===== src/rtl/muldiv_pkg.sv =====
// Shared types and constants for the HI/LO multiply/divide sequencer.
// Optional feature macro: MULDIV_UNSIGNED_EN (adds MULTU/DIVU support).
package muldiv_pkg;

   // Sequencer states
   typedef enum logic [2:0] {
      IDLE = 3'd0,
      MULT = 3'd1,
      DIV  = 3'd2,
      FIX  = 3'd3,
      DONE = 3'd4
   } seqState_e;

   // Encoding of the op request bit
   localparam logic OP_MULT = 1'b0;
   localparam logic OP_DIV  = 1'b1;

   // Default operand width; one shift-add / restoring step per operand bit
   localparam int ITER = 32;

endpackage


===== src/rtl/muldiv_sequencer_if.sv =====
// Request/result bundle between the control unit and the mult/div sequencer.
// With MULDIV_UNSIGNED_EN defined the bundle also carries the uns select.
interface muldiv_sequencer_if #(
   parameter int WIDTH = 32
);
   logic             start;
   logic             op;
   logic [WIDTH-1:0] a;
   logic [WIDTH-1:0] b;
`ifdef MULDIV_UNSIGNED_EN
   logic             uns;
`endif
   logic             busy;
   logic             done;
   logic             div_zero;
   logic [WIDTH-1:0] hi;
   logic [WIDTH-1:0] lo;

`ifdef MULDIV_UNSIGNED_EN
   modport master (
      output start, op, a, b, uns,
      input  busy, done, div_zero, hi, lo
   );
   modport slave (
      input  start, op, a, b, uns,
      output busy, done, div_zero, hi, lo
   );
`else
   modport master (
      output start, op, a, b,
      input  busy, done, div_zero, hi, lo
   );
   modport slave (
      input  start, op, a, b,
      output busy, done, div_zero, hi, lo
   );
`endif

endinterface


===== src/rtl/muldiv_datapath.sv =====
// Arithmetic datapath of the mult/div sequencer: magnitude load, one
// shift-add or restoring-divide step per strobe, and sign fix-up of the result.
// Signedness comes in through uns (tied low when MULDIV_UNSIGNED_EN is not defined).
module muldiv_datapath
   import muldiv_pkg::*;
#(
   parameter int WIDTH = ITER
) (
   input  logic             clk,
   input  logic             reset,
   input  logic             load,
   input  logic             stepMult,
   input  logic             stepDiv,
   input  logic             fix,
   input  logic             uns,
   input  logic             op,
   input  logic [WIDTH-1:0] a,
   input  logic [WIDTH-1:0] b,
   output logic [WIDTH-1:0] fixHi,
   output logic [WIDTH-1:0] fixLo
);

   // accHiReg: upper product half / partial remainder
   // accLoReg: multiplier bits still to consume / dividend bits -> quotient bits
   // mdReg:    multiplicand magnitude (MULT) or divisor magnitude (DIV)
   logic [WIDTH-1:0]   accHiReg;
   logic [WIDTH-1:0]   accLoReg;
   logic [WIDTH-1:0]   mdReg;
   logic               opReg;
   logic               signAReg;
   logic               signBReg;

   logic               signA;
   logic               signB;
   logic [WIDTH-1:0]   magA;
   logic [WIDTH-1:0]   magB;
   logic [WIDTH:0]     multSum;
   logic [WIDTH:0]     divShift;
   logic [WIDTH:0]     divDiff;
   logic [2*WIDTH-1:0] product;
   logic [2*WIDTH-1:0] productNeg;

   // Operand signs and magnitudes; unsigned requests bypass the conversion
   always_comb begin
      signA = ~uns & a[WIDTH-1];
      signB = ~uns & b[WIDTH-1];
      magA  = signA ? -a : a;
      magB  = signB ? -b : b;
   end

   // Single-step arithmetic: shift-add sum and restoring trial subtraction
   always_comb begin
      multSum  = {1'b0, accHiReg} + {1'b0, mdReg & {WIDTH{accLoReg[0]}}};
      divShift = {accHiReg, accLoReg[WIDTH-1]};
      divDiff  = divShift - {1'b0, mdReg};
   end

   // Load, step and post-result scrub of the working registers
   always_ff @(posedge clk) begin
      if (!reset) begin
         accHiReg <= '0;
         accLoReg <= '0;
         mdReg    <= '0;
         opReg    <= OP_MULT;
         signAReg <= 1'b0;
         signBReg <= 1'b0;
      end else if (load) begin
         opReg    <= op;
         signAReg <= signA;
         signBReg <= signB;
         accHiReg <= '0;
         accLoReg <= (op == OP_DIV) ? magA : magB;
         mdReg    <= (op == OP_DIV) ? magB : magA;
      end else if (stepMult) begin
         // shift the (WIDTH+1)-bit sum right through the accumulator
         accHiReg <= multSum[WIDTH:1];
         accLoReg <= {multSum[0], accLoReg[WIDTH-1:1]};
      end else if (stepDiv) begin
         // borrow bit clear means the divisor fits: keep difference, quotient bit 1
         if (!divDiff[WIDTH]) begin
            accHiReg <= divDiff[WIDTH-1:0];
            accLoReg <= {accLoReg[WIDTH-2:0], 1'b1};
         end else begin
            accHiReg <= divShift[WIDTH-1:0];
            accLoReg <= {accLoReg[WIDTH-2:0], 1'b0};
         end
      end else if (fix) begin
         // result is captured into HI/LO on this edge, so the datapath is cleared
         accHiReg <= '0;
         accLoReg <= '0;
         mdReg    <= '0;
         signAReg <= 1'b0;
         signBReg <= 1'b0;
      end
   end

   // Sign fix-up: product negated on mixed signs; quotient takes sign(a)^sign(b),
   // remainder takes sign(a) (truncating division)
   always_comb begin
      product    = {accHiReg, accLoReg};
      productNeg = -product;
      fixHi      = accHiReg;
      fixLo      = accLoReg;
      if (opReg == OP_DIV) begin
         fixLo = (signAReg ^ signBReg) ? -accLoReg : accLoReg;
         fixHi = signAReg ? -accHiReg : accHiReg;
      end else if (signAReg ^ signBReg) begin
         fixHi = productNeg[2*WIDTH-1:WIDTH];
         fixLo = productNeg[WIDTH-1:0];
      end
   end

endmodule


===== src/rtl/muldiv_sequencer.sv =====
// Multicycle HI/LO multiply/divide sequencer: FSM, iteration counter and
// the HI/LO result registers. Optional macro MULDIV_UNSIGNED_EN adds the uns
// select for MULTU/DIVU; latency is the same for signed and unsigned requests.
module muldiv_sequencer
   import muldiv_pkg::*;
#(
   parameter int WIDTH = ITER
) (
   input logic               clk,
   input logic               reset,
   muldiv_sequencer_if.slave bus
);

   localparam int CNT_W = (WIDTH > 1) ? $clog2(WIDTH) : 1;

   seqState_e        stateReg;
   seqState_e        stateNext;
   logic [CNT_W-1:0] cntReg;
   logic [CNT_W-1:0] cntNext;
   logic [WIDTH-1:0] hiReg;
   logic [WIDTH-1:0] loReg;
   logic             busyReg;
   logic             doneReg;
   logic             divZeroReg;
   logic             divZeroNext;

   logic             load;
   logic             stepMult;
   logic             stepDiv;
   logic             fix;
   logic             unsSel;
   logic [WIDTH-1:0] fixHi;
   logic [WIDTH-1:0] fixLo;

`ifdef MULDIV_UNSIGNED_EN
   assign unsSel = bus.uns;
`else
   assign unsSel = 1'b0;
`endif

   muldiv_datapath #(
      .WIDTH (WIDTH)
   ) datapath (
      .clk      (clk),
      .reset    (reset),
      .load     (load),
      .stepMult (stepMult),
      .stepDiv  (stepDiv),
      .fix      (fix),
      .uns      (unsSel),
      .op       (bus.op),
      .a        (bus.a),
      .b        (bus.b),
      .fixHi    (fixHi),
      .fixLo    (fixLo)
   );

   // Next-state, counter and datapath strobes; requests are only honoured in IDLE
   always_comb begin
      stateNext   = stateReg;
      cntNext     = cntReg;
      load        = 1'b0;
      stepMult    = 1'b0;
      stepDiv     = 1'b0;
      fix         = 1'b0;
      divZeroNext = 1'b0;
      case (stateReg)
         IDLE: begin
            if (bus.start) begin
               if (bus.op == OP_DIV && bus.b == '0) begin
                  // divide by zero skips the datapath, HI/LO stay untouched
                  stateNext   = DONE;
                  divZeroNext = 1'b1;
               end else begin
                  load      = 1'b1;
                  cntNext   = CNT_W'(WIDTH - 1);
                  stateNext = (bus.op == OP_DIV) ? DIV : MULT;
               end
            end
         end
         MULT: begin
            stepMult = 1'b1;
            if (cntReg == '0) stateNext = FIX;
            else              cntNext   = cntReg - 1'b1;
         end
         DIV: begin
            stepDiv = 1'b1;
            if (cntReg == '0) stateNext = FIX;
            else              cntNext   = cntReg - 1'b1;
         end
         FIX: begin
            fix       = 1'b1;
            stateNext = DONE;
         end
         DONE: begin
            stateNext = IDLE;
         end
         default: begin
            stateNext = IDLE;
         end
      endcase
   end

   // State, counter and registered status flags (derived from the next state)
   always_ff @(posedge clk) begin
      if (!reset) begin
         stateReg   <= IDLE;
         cntReg     <= '0;
         busyReg    <= 1'b0;
         doneReg    <= 1'b0;
         divZeroReg <= 1'b0;
      end else begin
         stateReg   <= stateNext;
         cntReg     <= cntNext;
         busyReg    <= (stateNext != IDLE);
         doneReg    <= (stateNext == DONE);
         divZeroReg <= divZeroNext;
      end
   end

   // HI/LO capture the sign-fixed result only when leaving FIX
   always_ff @(posedge clk) begin
      if (!reset) begin
         hiReg <= '0;
         loReg <= '0;
      end else if (fix) begin
         hiReg <= fixHi;
         loReg <= fixLo;
      end
   end

   assign bus.busy     = busyReg;
   assign bus.done     = doneReg;
   assign bus.div_zero = divZeroReg;
   assign bus.hi       = hiReg;
   assign bus.lo       = loReg;

endmodule

===== src/flat_wrapper.sv =====
// flat-port wrapper written by rule: the top's interface ports become plain ports
module muldiv_sequencer_flat import muldiv_pkg::*;
#(
   parameter int WIDTH = ITER
)
  (clk, reset, bus_start, bus_op, bus_a, bus_b, bus_busy, bus_done, bus_div_zero, bus_hi, bus_lo);
  muldiv_sequencer_if #(.WIDTH(WIDTH)) bus_i ();
  input logic clk;
  input logic reset;
  input wire logic [$bits(bus_i.start)-1:0] bus_start;
  input wire logic [$bits(bus_i.op)-1:0] bus_op;
  input wire logic [$bits(bus_i.a)-1:0] bus_a;
  input wire logic [$bits(bus_i.b)-1:0] bus_b;
  output wire logic [$bits(bus_i.busy)-1:0] bus_busy;
  output wire logic [$bits(bus_i.done)-1:0] bus_done;
  output wire logic [$bits(bus_i.div_zero)-1:0] bus_div_zero;
  output wire logic [$bits(bus_i.hi)-1:0] bus_hi;
  output wire logic [$bits(bus_i.lo)-1:0] bus_lo;
  assign bus_i.start = bus_start;
  assign bus_i.op = bus_op;
  assign bus_i.a = bus_a;
  assign bus_i.b = bus_b;
  assign bus_busy = bus_i.busy;
  assign bus_done = bus_i.done;
  assign bus_div_zero = bus_i.div_zero;
  assign bus_hi = bus_i.hi;
  assign bus_lo = bus_i.lo;
  muldiv_sequencer #(.WIDTH(WIDTH)) u_core (.clk(clk), .reset(reset), .bus(bus_i));
endmodule

===== config.mk =====
export PLATFORM = sky130hd
export DESIGN_NAME = muldiv_sequencer_flat
export DESIGN_NICKNAME = d
export VERILOG_FILES = /design/src/rtl/muldiv_pkg.sv /design/src/rtl/muldiv_sequencer_if.sv /design/src/rtl/muldiv_datapath.sv /design/src/rtl/muldiv_sequencer.sv /design/src/flat_wrapper.sv
export SDC_FILE = /design/constraint.sdc
export NUM_CORES = 1
export LEC_CHECK = 0
export CORE_MARGIN = 3
export CORE_UTILIZATION = 30
export DETAILED_ROUTE_END_ITERATION = 6
export SLEW_MARGIN = 40
export SYNTH_ARGS = -nofsm -noshare
export SYNTH_HDL_FRONTEND = slang
export SYNTH_SLANG_ARGS = --single-unit

===== constraint.sdc =====
create_clock -name clk -period 6 [get_ports clk]
set_clock_uncertainty 0.05 [all_clocks]
set_input_delay 1.8 -clock clk [delete_from_list [all_inputs] [get_ports clk]]
set_output_delay 1.8 -clock clk [all_outputs]
set_load 0.02 [all_outputs]

* Word level (Yosys, flattened, before mapping)
Cells that the tools add are included.
** Storage, ports and cells
- Register bits after elaboration :: 174
- Word-level logic and storage cells :: 89
** Cells by class
- Mux-type cells :: 42
- Add/subtract/negate cells :: 8
- Eq/ne operators :: 9
- Bitwise operators :: 3
- Reduce and logical (&&, ||, !) cells :: 14
** Operator list (number)
- 32-bit 2-to-1 mux :: 20
- 32-bit negation :: 4
- 64-bit negation :: 1
- 32-bit by 32-bit adder with 33-bit output :: 1
- 33-bit by 32-bit subtractor with 33-bit output :: 1
- 32-bit AND :: 1
- 32-bit logical NOT :: 1
- 5-bit 2-to-1 mux :: 3
- 1-bit 2-to-1 mux :: 13
- 2-bit inequality test, second input constant :: 5
- 5-bit one-hot mux with 2 select lines :: 1
- 3-bit 2-to-1 mux :: 3
- 3-bit one-hot mux with 3 select lines :: 1
- 3-bit by 2-bit equality test with 1-bit output, second input constant :: 2
- 3-bit AND reduction :: 2
- 3-bit nonzero test :: 2
- 5-bit logical NOT :: 1
- 5-bit by 1-bit subtractor with 5-bit output, second input constant :: 1
- 4-bit AND reduction :: 1
- 2-bit nonzero test :: 2
- 4-bit nonzero test :: 1
- 2-bit OR reduction :: 2
- 3-bit by 1-bit equality test with 1-bit output, second input constant :: 1
- 3-bit equality test, second input constant :: 1
- 5 further kinds :: 5

* Depth between registers and ports, before layout
Gate-level depths: netlist of the first run.
- Depth in word-level cells :: 7
- Gate-level depth with buffers :: 14

* Modules after synthesis
Synthesis of the first run repeated with hierarchy kept, for this count alone.
** Second synthesis, totals
- Cell total of the unflattened synthesis :: 2006
- Area, all modules :: 14361.3 sq um
** Modules (own cells, without submodules)
- muldiv_datapath :: instances 1, area each 11542.3 sq um, cells an instance 1651
- muldiv_sequencer :: instances 1, area each 2819.0 sq um, cells an instance 355

* Worst setup path before layout of the first run
Ideal clock, no wire load.
- Kind :: in2reg
- Start point :: in bus_b[6]
- End point :: reg u_core.datapath.accHiReg[31]
- Cell stages on the path :: 12
- Data required time :: 5.887 ns
- Path slack :: 1.299 ns
- Data arrival time :: 4.588 ns
- Setup time :: 0.063 ns
- Path through :: or4_4 -> or4_1 -> buf_2 -> or4b_4 -> nor4_4 -> a21o_1 -> buf_4 -> nand2_2 -> buf_6 -> a221oi_2 -> a41oi_1 -> nand3_1
** Between the ends
- Longest elaborated chain between the ends :: 6
** RTL lines
- start: declaration :: RTL line flat_wrapper.sv:13 : input wire logic [$bits(bus_i.b)-1:0] bus_b;
- 32-bit logical NOT :: RTL line muldiv_sequencer.sv:70 : if (bus.op == OP_DIV && bus.b == '0) begin
- 1-bit logical AND :: RTL line muldiv_sequencer.sv:70
- 1-bit 2-to-1 mux :: RTL line muldiv_sequencer.sv:70
- 1-bit 2-to-1 mux :: RTL line muldiv_sequencer.sv:69 : if (bus.start) begin
- 1-bit 2-to-1 mux :: RTL line muldiv_sequencer.sv:67 : case (stateReg)
- 2-bit OR reduction (no line)
- end signal: assignment :: RTL line muldiv_datapath.sv:76 : accHiReg <= multSum[WIDTH:1];
- end signal: assignment :: RTL line muldiv_datapath.sv:81 : accHiReg <= divDiff[WIDTH-1:0];
- end signal: assignment :: RTL line muldiv_datapath.sv:84 : accHiReg <= divShift[WIDTH-1:0];
- end: declaration :: RTL line muldiv_datapath.sv:26 : logic [WIDTH-1:0] accHiReg;
No other way between the ends.
A chain may end at the register's enable or synchronous reset.

* Final worst setup path of the first run
- Start point :: in bus_b[6]
- End point :: reg u_core.datapath.accLoReg[20]
** Between the ends
- Longest elaborated chain between the ends :: 6
- Elaborated cells on any way between the ends :: 10
- Those cells by class :: 1 x add/sub; 6 x mux; 3 x reduce/logical
** RTL lines
- parallel branches: the longest is 6 deep, another holds 32-bit negation
- end signal: assignment :: RTL line muldiv_datapath.sv:77 : accLoReg <= {multSum[0], accLoReg[WIDTH-1:1]};
- end signal: assignment :: RTL line muldiv_datapath.sv:82 : accLoReg <= {accLoReg[WIDTH-2:0], 1'b1};
- end signal: assignment :: RTL line muldiv_datapath.sv:85 : accLoReg <= {accLoReg[WIDTH-2:0], 1'b0};
- end: declaration :: RTL line muldiv_datapath.sv:27 : logic [WIDTH-1:0] accLoReg;
Several ways; the timed one is not identified.

==> metrics, run 1 <==
status=complete, no violations; cts bufs inserted=17; Die Ht=between 200 and 250 um; crit path kind=in -> reg; worst vdd ir=200 uV; Routed Antenna Nets=0; CP Launch Type=input port; htree depth=4; Fin Hold WS=0.404 ns; initial antenna violation count=1; Initial Util=0.307; Seq/Total Area, Yosys=0.242; Final Cell Area=around 17000 um^2; vias post-DR=15200; syn_area_per_cell=about 7.3 um^2; I/O pins=135; Synth Area in Compound Gates=0.315; Routed WL per cell=20.5 um; I/O Buffers=~130; worst path cell trace=clkdlybuf4s50_1 > or4_4 > or4_1 > or4b_4 > nor4_4 > a21oi_4 > nor2_1 > a222oi_1 > a21oi_1; unrepaired setup endpoints after global routing=no; clk root buf=clkbuf_16; hold buffers post-CTS=0; fill cell count=4971; Final TNS setup=0 ns; CTS clk-pin slew, worst paths=0.07 ns; FP Rows=79; area occupied by multi-input gates=10200 um^2; DRT Pass-1 Iters=7; GR Overflow Total=0; share of the synthesized area in the top cell type=0.242; Yosys reg bits=approximately 170; Clk pwr share=0.209; CP Capture Type=register; Max-slew headroom=0.452; Total GRT Usage=0.204; mapped cell area=14400 um^2; nets@finish=2149; layout cells sized above 1=0.0470; Post-Synth XOR/XNOR Area=0.0949; crit-path max FO=21; post-DR vias/cell=5.79; later-pin clock latency in the skew report=0.45 ns; first-pass GRT wire length=approximately 80000 um; total power=approximately 5.9 mW; CP arrival=5.63 ns; Finish-stage setup viols=0; Crit path max-delay family=simple AND/OR/NAND/NOR gates; post-synthesis simple-gate area fraction=0.221; multiplexer area fraction after synthesis=0.00973; Switching Fraction=0.476; Post-CTS Setup Repair Bufs=0; clock sinks=174; top achievable clock speed=approximately 190 MHz; maxcap violations=0; Post-Syn Nets=approximately 2100; PostCTS Resize Cnt=0; number of synthesized flops with an enable pin=0; vias in the first global route=14300; Synth Warn #=0; asr flop ratio synth=0; cells after synthesis=1964; Fin. Hold Viols=0; FF+latch area=3480 um^2; sequential power share=0.266; core area=47000 um^2; Yosys cell types=a little over 80; Synth top cells by count=197 x nor2_1, 174 x dfxtp_1, 168 x nand2_1; placed cells=2598; die area=50700 um^2; clock tree buffer depth=2; Die X=225 um; leakage dissipation=~6.3 nW; max incr delay on CP=0.64 ns; main combinational cell family by area after synthesis=compound AO/OA/AOI/OAI gates; DRC viols=0; Int Pwr=3.10 mW; most common cell in the netlist=nor2_1; CP Buf/Inv Count=1; final cell count without fillers=between 2000 and 3000; Post-Synth Adder-Cell Area=0.0627; Hold Crit Class=reg -> reg; Tcrit/Tclk final=0.886; Power Density=350 nW/um^2; CTS tree=built; RD Place Congestion=0.914; final WL=53900 um; Placement Cell Area=16200 um^2; Area Growth Syn to Fin=17.2%; largest area contributor in the netlist=dfxtp_1; Psw=2.81 mW; Starting DRT DRC Count=1791; Primary FF master, synth=dfxtp_1; largest net degree at the start of global routing=117; logic gate share of total power=0.525; CP required=6.31 ns; final number of max-transition violations=0; ANT cells=0; fin crit period=about 5.3 ns; Slew @ Worst Pin=slightly above 0.8 ns; Final HPWL DP=approximately 40000 um; Slowest-stage cell, CP=or4b_4; main area contributors after synthesis=dfxtp_1 24%, ha_1 6.0%, a21oi_1 5.7%
## metrics by stage
stage / worst slack (ns) / utilization
detailed placement: 0.266 / 0.345
global placement: 0.350 / 0.345
global route: 0.470 / 0.359
floorplan: 1.30 / -
finish: 0.683 / 0.359
CTS: 0.707 / 0.359
## area by class of cell
cell class,count,area share
multi-input cells,1586,0.602
flip-flops and latches,174,0.207
repair buffers,164,0.0928
well taps,607,0.0450
clock buffers,17,0.0252
inverters,67,0.0151
clock inverters,15,0.0130
## power by group through the flow
stage	clock network, mW	registers (mW)	logic (mW)
after floorplan	0	1.48	2.16
after global placement	0	1.58	3.00
after global routing	1.29	1.59	3.37
after CTS	1.25	1.56	3.06
after detailed placement	0	1.59	3.04
final	1.23	1.57	3.10
## final timing paths
| check | startpoint | to | slack [ns] | cells past startpoint |
|---|---|---|---|---|
| setup reg to reg | u_core.datapath.accLoReg[31] | u_core.datapath.accHiReg[28] | 1.50 | 13 |
| hold / removal | u_core.bus.hi[19] | u_core.bus.hi[19] | 0.40 | 2 |
| setup / recovery | bus_b[6] | u_core.datapath.accLoReg[20] | 0.68 | 9 |
| hold reg to reg | u_core.bus.hi[19] | u_core.bus.hi[19] | 0.40 | 2 |
## cells by family after synthesis
family / after synthesis
multiplexers: 14
AND/OR/NAND/NOR: 655
flip-flops: 174
adder cells (fa/ha/maj): 71
XOR/XNOR: 156
buffers and inverters: 204
AO/OA/AOI/OAI: 690
## per-layer routing
| layer | routed length, um | GRT usage | up-vias |
|---|---|---|---|
| li1 | - | - | 7362 |
| met1 | 24400 | 0.278 | 7198 |
| met2 | 23900 | 0.319 | 577 |
| met3 | 3910 | 0.0416 | 96 |
| met4 | 1660 | 0.0724 | 0 |
| met5 | 0 | 0 | - |
## state kept, by name (all words and copies together), names as in the netlist
name	count
u_core.cntReg	5
u_core.stateReg	3
u_core.datapath.opReg	1
u_core.datapath.signAReg	1
u_core.datapath.mdReg	32
u_core.datapath.accLoReg	32
u_core.bus.done	1
u_core.datapath.signBReg	1
u_core.bus.hi	32
u_core.bus.lo	32
u_core.bus.div_zero	1
u_core.datapath.accHiReg	32
u_core.bus.busy	1
## cells in the final DEF, fill, tap and decap left out, types with 31 or more instances in the layout
| cell | instances |
|---|---|
| nor3_1 | 55 |
| dfxtp_1 | 173 |
| a21o_1 | 36 |
| xor2_1 | 76 |
| xnor2_1 | 79 |
| a22oi_1 | 38 |
| nor2_1 | 197 |
| o211ai_1 | 31 |
| a21oi_1 | 165 |
| nand3_1 | 50 |
| a211oi_1 | 71 |
| or3_1 | 32 |
| ha_1 | 69 |
| o21ai_0 | 151 |
| nand2_1 | 167 |
| inv_1 | 65 |
| o31ai_1 | 31 |
| clkdlybuf4s50_1 | 133 |
## worst reg2reg max path: stages, from the launching register on
cell,delay [ns]
dfxtp_1,0.53
inv_1,0.24
ha_1,0.29
fa_1,0.40
nand2b_1,0.19
a21oi_1,0.27
o21ai_0,0.28
a211oi_1,0.56
nand4bb_1,0.28
a21o_1,0.14
buf_4,0.28
nand2_1,0.12
o311ai_0,0.58
a31oi_1,0.15
(Power assumes the default switching activity.)
==> run 2, diff against run 1 <==
--- a/config.mk
+++ b/config.mk
@@ -6,8 +6,10 @@
 export NUM_CORES = 1
 export LEC_CHECK = 0
 export CORE_MARGIN = 3
-export CORE_UTILIZATION = 30
+export CORE_UTILIZATION = 50
 export DETAILED_ROUTE_END_ITERATION = 6
+export PLACE_DENSITY = 0.71
+export REMOVE_ABC_BUFFERS = 1
 export SLEW_MARGIN = 40
 export SYNTH_ARGS = -nofsm -noshare
 export SYNTH_HDL_FRONTEND = slang
==> run 2 against run 1 <==
Sequential power barely moved. Non-clock buffer count rose by 1. Register-to-register slack improved by 0.21 ns. Critical endpoint is now u_core.datapath.mdReg[27]. Critical path type unchanged.
==> metrics, run 2 (synthesized netlist as in run 1, its figures left out) <==
status=complete, no violations; worst vdd ir=222 uV; clock tree buffer depth=2; Int Pwr=3.00 mW; Hold Crit Class=reg -> reg; Fin. Hold Viols=0; cts bufs inserted=17; clock sinks=174; Routed WL per cell=21.0 um; Tcrit/Tclk final=0.852; logic gate share of total power=0.529; CP required=6.30 ns; Switching Fraction=0.476; I/O pins=135; Slew @ Worst Pin=around 0.81 ns; initial antenna violation count=0; Total GRT Usage=0.318; CP Capture Type=register; CP arrival=roughly 5.4 ns; clk root buf=clkbuf_16; maxcap violations=0; leakage dissipation=6.28 nW; Max-slew headroom=0.457; layout cells sized above 1=0.0499; commonest non-fill, non-tap cell in the layout=nor2_1; Die X=176 um; max layer used=met4; unrepaired setup endpoints after global routing=no; fill cell count=roughly 2700; PostCTS Resize Cnt=0; hold buffers post-CTS=0; sequential power share=0.274; FP Rows=61; Die Ht=176 um; Placement Cell Area=16000 um^2; post-DR vias/cell=6.46; first-pass GRT wire length=79000 um; most frequent cells in the layout=196 x nor2_1, 172 x dfxtp_1, 168 x nand2_1; core area=28100 um^2; fin crit period=just over 5 ns; CTS clk-pin slew, worst paths=0.08 ns; Area Growth Syn to Fin=15.2%; htree depth=4; CTS tree=built; ANT cells=0; die area=30900 um^2; DRC viols=0; Finish-stage setup viols=0; Final TNS setup=0 ns; Final HPWL DP=38100 um; Starting DRT DRC Count=1817; Initial Util=0.513; Routed Antenna Nets=0; Power Density=346 nW/um^2; final number of max-transition violations=0; nets@finish=2150; largest net degree at the start of global routing=96; M1 WL=22200 um; vias post-DR=around 16000; Post-CTS Setup Repair Bufs=0; metal3 WL=slightly above 4000 um; crit-path max FO=5; Clk pwr share=0.197; later-pin clock latency in the skew report=0.45 ns; GR Overflow Total=0; final cell count without fillers=2402; Psw=approximately 2.7 mW; RD Place Congestion=0.994; CP Launch Type=input port; metal2 WL=around 23000 um; final WL=50500 um; top achievable clock speed=just under 200 MHz; vias in the first global route=14300; crit path kind=in -> reg; placed cells=2370; DRT Pass-1 Iters=6; Final Cell Area=16600 um^2; I/O Buffers=134
## run 2: changes by cell type in the layout (fill, tap and decap cells not counted), moves of 2 or more
cell	before	now
buf_12	0	3
buf_4	29	27
bufinv_16	2	0
clkinv_8	4	2
inv_6	2	4
nor2b_1	16	14
nor2b_2	0	2
nor3_1	55	53
nor3_2	1	3
## run 2: worst paths after layout
check	slack, ns	cells after the start	endpoint	startpoint
min	0.40	2	u_core.bus.lo[29]	u_core.bus.lo[29]
max	0.89	9	u_core.datapath.mdReg[27]	bus_a[6]
max reg2reg	1.71	13	u_core.datapath.accHiReg[23]	u_core.datapath.accLoReg[31]
min reg2reg	0.40	2	u_core.bus.lo[29]	u_core.bus.lo[29]
## run 2: power groups by stage
stage                     logic [mW]  clock network, mW  registers, mW
final                           3.03               1.13           1.57
after global routing            3.32               1.19           1.59
after CTS                       2.97               1.14           1.55
after detailed placement        2.96                  0           1.58
after global placement          2.92                  0           1.58
after floorplan                 2.03                  0           1.52
## run 2: area by class of cell
type | instances | area (um^2) | share of cell area
inverter | 67 | 253 | 0.0152
timing repair buffer | 165 | 1610 | 0.0971
clock buffer | 17 | 425 | 0.0257
tap | 378 | 473 | 0.0285
multi-input combinational | 1586 | 10200 | 0.614
sequential | 174 | 3490 | 0.210
clock inverter | 15 | 160 | 0.00966
## run 2: layer usage
layer  up-vias  track usage
met3       104       0.0413
met5         -            0
met4         0        0.116
li1       7338            -
met1      7302        0.450
met2       766        0.497
## run 2: worst max-delay path, stage by stage
cell	delay (ns)
clkdlybuf4s50_1	0.49
or4_1	0.62
or4_1	0.52
or4_1	0.62
or3_1	0.41
o41ai_1	0.34
xor2_1	0.27
mux2i_1	0.13
a22o_1	0.20
## run 2: metrics by stage
| stage | hold slack, ns | setup WS [ns] | utilization | power (mW) |
|---|---|---|---|---|
| after floorplan | 0.366 | 0.172 | - | 3.55 |
| after global placement | 0.390 | 0.490 | 0.568 | 4.50 |
| after detailed placement | 0.395 | 0.448 | 0.569 | 4.53 |
| after CTS | 0.405 | 0.930 | 0.590 | 5.67 |
| after global routing | 0.423 | 0.730 | 0.590 | 6.10 |
| final | 0.403 | 0.891 | 0.590 | 5.74 |
